File: config.mk
export PLATFORM = sky130hd
export DESIGN_NAME = trigger_edge_qualifier
export DESIGN_NICKNAME = d
export VERILOG_FILES = /design/src/rtl/trigger_edge_qualifier.sv
export SDC_FILE = /design/constraint.sdc
export NUM_CORES = 1
export LEC_CHECK = 0
export CAP_MARGIN = 20
export CORE_ASPECT_RATIO = 1.2
export CORE_UTILIZATION = 49
export CTS_CLUSTER_SIZE = 14
export DETAILED_ROUTE_END_ITERATION = 16
export PLACE_DENSITY_LB_ADDON = 0.1
export SKIP_CTS_REPAIR_TIMING = 1
export SYNTH_ARGS = -nofsm -noshare
export SYNTH_HDL_FRONTEND = slang
export SYNTH_SLANG_ARGS = --single-unit
File: constraint.sdc
create_clock -name adc_clk -period 2.85 [get_ports adc_clk]
set_input_delay 0.57 -clock adc_clk [delete_from_list [all_inputs] [get_ports adc_clk]]
set_output_delay 0.57 -clock adc_clk [all_outputs]
set_load 0.02 [all_outputs]
File: src/rtl/trigger_edge_qualifier.sv
// Per-channel trigger front end: 2-flop sync, glitch filter, edge select, holdoff.
// O_trigger registers 3 edges after raw is first sampled (+1 per min_width beyond 1); no backpressure.
module trigger_edge_qualifier #(
    parameter int pNUM_TRIGGERS = 4,
    parameter int pFILTER_WIDTH = 8
) (
    input  logic                                   adc_clk,
    input  logic                                   reset,
    input  logic                                   I_arm,
    input  logic [pNUM_TRIGGERS-1:0]               I_trigger_raw,
    input  logic [2*pNUM_TRIGGERS-1:0]             I_edge_mode,
    input  logic [pNUM_TRIGGERS*pFILTER_WIDTH-1:0] I_min_width,
    input  logic [pNUM_TRIGGERS*pFILTER_WIDTH-1:0] I_holdoff,
    output logic [pNUM_TRIGGERS-1:0]               O_trigger,
    output logic [pNUM_TRIGGERS-1:0]               O_filtered
);

    localparam logic [pFILTER_WIDTH-1:0] ONE = pFILTER_WIDTH'(1);

    for (genvar g = 0; g < pNUM_TRIGGERS; g++) begin : g_ch
        logic                     sync1_q, sync2_q;
        logic                     filt_q, filt_d, filt_prev_q;
        logic                     trig_q, trig_d;
        logic [pFILTER_WIDTH-1:0] fcnt_q, fcnt_d;
        logic [pFILTER_WIDTH-1:0] hcnt_q, hcnt_d;
        logic [1:0]               mode;
        logic [pFILTER_WIDTH-1:0] min_w, hold;
        logic                     rise, fall, ev;

        assign mode  = I_edge_mode[2*g +: 2];
        assign min_w = I_min_width[g*pFILTER_WIDTH +: pFILTER_WIDTH];
        assign hold  = I_holdoff[g*pFILTER_WIDTH +: pFILTER_WIDTH];
        assign rise  = filt_q & ~filt_prev_q;
        assign fall  = ~filt_q & filt_prev_q;

        // A stretched fcnt (min_width lowered mid-count) flips filt immediately.
        always_comb begin
            filt_d = filt_q;
            fcnt_d = '0;
            if (sync2_q != filt_q) begin
                if (min_w <= ONE || fcnt_q >= min_w - ONE) begin
                    filt_d = sync2_q;
                end else begin
                    fcnt_d = fcnt_q + ONE;
                end
            end
        end

        always_comb begin
            ev = 1'b0;
            case (mode)
                2'b00:   ev = rise;
                2'b01:   ev = fall;
                2'b10:   ev = rise | fall;
                default: ev = 1'b0;
            endcase
        end

        always_comb begin
            trig_d = 1'b0;
            hcnt_d = hcnt_q;
            if (!I_arm) begin
                hcnt_d = '0;
            end else if (mode == 2'b11) begin
                trig_d = filt_q;
                hcnt_d = '0;
            end else if (ev && hcnt_q == '0) begin
                trig_d = 1'b1;
                hcnt_d = hold;
            end else if (hcnt_q != '0) begin
                hcnt_d = hcnt_q - ONE;
            end
        end

        always_ff @(posedge adc_clk or posedge reset) begin
            if (reset) begin
                sync1_q     <= 1'b0;
                sync2_q     <= 1'b0;
                filt_q      <= 1'b0;
                filt_prev_q <= 1'b0;
                fcnt_q      <= '0;
                hcnt_q      <= '0;
                trig_q      <= 1'b0;
            end else begin
                sync1_q     <= I_trigger_raw[g];
                sync2_q     <= sync1_q;
                filt_q      <= filt_d;
                filt_prev_q <= filt_q;
                fcnt_q      <= fcnt_d;
                hcnt_q      <= hcnt_d;
                trig_q      <= trig_d;
            end
        end

        assign O_trigger[g]  = trig_q;
        assign O_filtered[g] = filt_q;
    end

endmodule

==> impl_metrics.tcl <==
set metrics [dict create \
    outcome "complete, no violations" \
    cts_tree "built" \
    timing_max_transition_violations_final 0 \
    final_period_minus_worst_setup_slack_ns 2.754 \
    hold_ws_ns 0.3482 \
    timing.clock.skew_ns 0.008600 \
    critical_path.slowest_cell "sky130_fd_sc_hd__or4_1" \
    grt_first_pass_wirelength_um 18990 \
    synth_cells 570 \
    synth_area_per_cell_um2 9.408 \
    routabilityCongestion 0.8159 \
    dp.final_hpwl_um 8580 \
    largest_net_degree_at_the_start_of_global_routing 48 \
    place.detailed.instances 809 \
    setup_viol 0 \
    slowest_delay_ns 0.59 \
    drive_above_1_share_pct 10.04 \
    core_region_area_mm2 0.01057 \
    rr_worst_depth 7 \
    die_w_um 97.50 \
    layout_commonest_cell "sky130_fd_sc_hd__nor2_1" \
    crit_path_start_kind "primary input" \
    firstDrtPassIters 4 \
    fin_area_mm2 0.006960 \
    route.antenna.remaining_nets 0 \
    synth_top_flop_cell "sky130_fd_sc_hd__dfrtp_1" \
    final_cycle_share_pct 96.63 \
    clock-root-buffer "sky130_fd_sc_hd__clkbuf_16" \
    synth.net_count 705 \
    area_delta_synth_final_pct 29.79 \
    max_capacitance_violation_total 0 \
    die-area_mm2 0.01137 \
    min-delay-path-class "reg2reg" \
    top_level_ports 87 \
    dr_total_vias 4372 \
    dp_worst_setup_slack_ns -0.2774 \
    min_path_cells 0 \
    finish.cell_count_without_fillers 826 \
    syn_area_mm2 0.005363 \
    numClockSinks 84 \
    die_h_um 116.6 \
    min_to "g_ch[2].sync2_q$_DFF_PP0_" \
    cts_inserted_buffers 9 \
    clkSlewWorstSetupHoldPaths_ns 0.06 \
    num_rows 41 \
    hold_start "g_ch[2].sync1_q$_DFF_PP0_" \
    max_clock_freq_ghz 0.3631 \
    reg_to_reg_slack_setup_ns 0.66 \
    layout_common_cells "sky130_fd_sc_hd__nor2_1 (85), sky130_fd_sc_hd__dfrtp_1 (84), sky130_fd_sc_hd__clkdlybuf4s50_1 (84), sky130_fd_sc_hd__ha_1 (56), sky130_fd_sc_hd__xnor2_1 (47)" \
    first_global_vias 4339 \
    detailed_place.area_mm2 0.006589 \
    synthArstFlopShare_pct 100.0 \
    dr.first_iter.drc_count 138 \
    globalRouteTotalUtil_pct 20.50 \
    max-clock-path-buffers 2 \
    antenna_found_initial 0 \
    r2r_start "g_ch[1].hcnt_q[0]$_DFFE_PP0P_" \
    rsz0062_at_grt "true" \
    crit-reg2reg-capture "g_ch[1].hcnt_q[2]$_DFFE_PP0P_" \
    avgViaCountPerCell 5.293 \
    worst_setup_path_end_kind "flip-flop" \
    ctsHtreeMaxLevel 3 \
    timing_worst_setup_path_type "in2reg" \
    library_cells_used_by_synthesis 48 \
    crit_path_cell_trace "clkdlybuf4s50_1 > or4_1 > nor2_1 > xnor2_1 > ha_1 > a21o_1 > a21oi_1 > nor2b_1 > o21ai_0 > mux2_2" \
    yosys_register_bits 84 \
    globalRouteOverflowTotal 0 \
    finalPower_mw 5.242 \
    cellLeakagePower_nw 3.227 \
    wire_per_inst_um 13.28 \
    source_to_sink_clock_delay_at_the_later_pin_of_the_worst_skew_pair_ns 0.34 \
    tightestPinTransition_ns 0.5319 \
    final_critical_path_setup_slack_ns 0.09598 \
    critPathRequiredTime_ns 3.06 \
    arr_time_crit_path_ns 2.97 \
    drc_errors 0 \
    synthDominantAreaCellType "sky130_fd_sc_hd__dfrtp_1" \
    power_density_mw_per_mm2 753.1 \
    max-slew-margin-rel_pct 64.38 \
    vdd_ir_drop_max_mv 0.3833 \
    port-buffer-count 86 \
    initial_core_util_pct 50.75 \
    detailed_route_wl_um 10970 \
    synthDominantCellAreaShare_pct 39.20 \
    cp_max_fo 3 \
    synth_seq_area_share_pct 39.20 \
    synth_edf_count 0 \
    design.final.nets 827 \
    n_fill_cell 898 \
    hold_viol 0 \
    ys_top_cells_by_area "sky130_fd_sc_hd__dfrtp_1 (39%), sky130_fd_sc_hd__ha_1 (13%), sky130_fd_sc_hd__xnor2_1 (7.7%)" \
    count_of_inserted_antenna_diode_cells 0 \
    ys_warn_count 0 \
]
## Yosys cell counts, drive strengths merged, types with 4 or more instances
library cell  instances
nor2                 87
dfrtp                84
ha                   56
xnor2                47
inv                  40
nand3                33
xor2                 28
nand2                26
o21ai                22
a211oi               16
a21oi                14
nor4                 12
nor3                 11
and3                 10
buf                   9
or3                   8
nor2b                 6
nor3b                 6
or4                   6
a21boi                5
mux2                  5
a21o                  4
nor4b                 4
## stage by stage
step / setup TNS [ns] / utilization [%]
finish: 0 / 65.87
global route: -0.02270 / 65.87
CTS: 0 / 65.44
detailed placement: -4.760 / 62.35
global placement: -2.809 / 62.35
floorplan: 0 / -
## worst max-delay path by stage
stage               startpoint                           to  depth (start not counted)
2_1_floorplan            reset  g_ch[0].fcnt_q[0]$_DFF_PP0_                          1
3_3_place_gp   I_min_width[26]  g_ch[3].fcnt_q[5]$_DFF_PP0_                          8
3_5_place_dp   I_min_width[26]  g_ch[3].fcnt_q[4]$_DFF_PP0_                          8
4_1_cts         I_min_width[8]  g_ch[1].fcnt_q[5]$_DFF_PP0_                         13
5_1_grt        I_min_width[10]  g_ch[1].fcnt_q[6]$_DFF_PP0_                         11
6_report       I_min_width[18]   g_ch[2].filt_q$_DFFE_PP0P_                         10
## layer usage
metal | up-vias | routed length (um) | track usage (%) | share of wire [%]
li1 | 2222 | - | - | -
met1 | 2077 | 4733 | 24.46 | 43
met2 | 58 | 5687 | 37.72 | 52
met3 | 15 | 352 | 2.693 | 3.2
met4 | 0 | 195 | 8.039 | 1.8
met5 | - | 0 | 0 | 0
## area by class of cell
class | instances | area (um2) | area share [%]
clock buffer | 10 | 239.0 | 3.433
clock inverter | 6 | 87.58 | 1.258
inverter | 40 | 151.4 | 2.175
multi-input combinational | 435 | 3070 | 44.11
sequential | 84 | 2102 | 30.20
tap | 129 | 161.4 | 2.319
timing repair buffer | 122 | 1149 | 16.50
## cell families after synthesis
| family | share of synthesized area (%) |
|---|---|
| buffers and inverters | 4.153 |
| adder cells (fa/ha/maj) | 13.07 |
| multiplexers | 1.050 |
| AND/OR/NAND/NOR | 20.53 |
| XOR/XNOR | 12.25 |
| flip-flops | 39.20 |
| AO/OA/AOI/OAI | 9.753 |
## worst max-delay path, delay by kind of cell
family | cells | cell delay, ns
buffers and inverters | 1 | 0.42
xor gates and xnor gates | 1 | 0.13
and+or+nand+nor | 3 | 0.87
adders and majority gates | 1 | 0.26
AOI/OAI and AO/OA | 3 | 0.44
muxes | 1 | 0.28
## flip-flops by register name, summed over array words and instances (netlist names)
name	count
g_ch.fcnt_q	32
g_ch.hcnt_q	32
g_ch.filt_prev_q	4
g_ch.filt_q	4
g_ch.sync1_q	4
g_ch.sync2_q	4
g_ch.trig_q	4
## report_power, final
part	internal, mW	switching [mW]
clock	0.791	0.464
sequential	1.48	0.308
combinational	1.08	1.12
(Power assumes the default switching activity.)
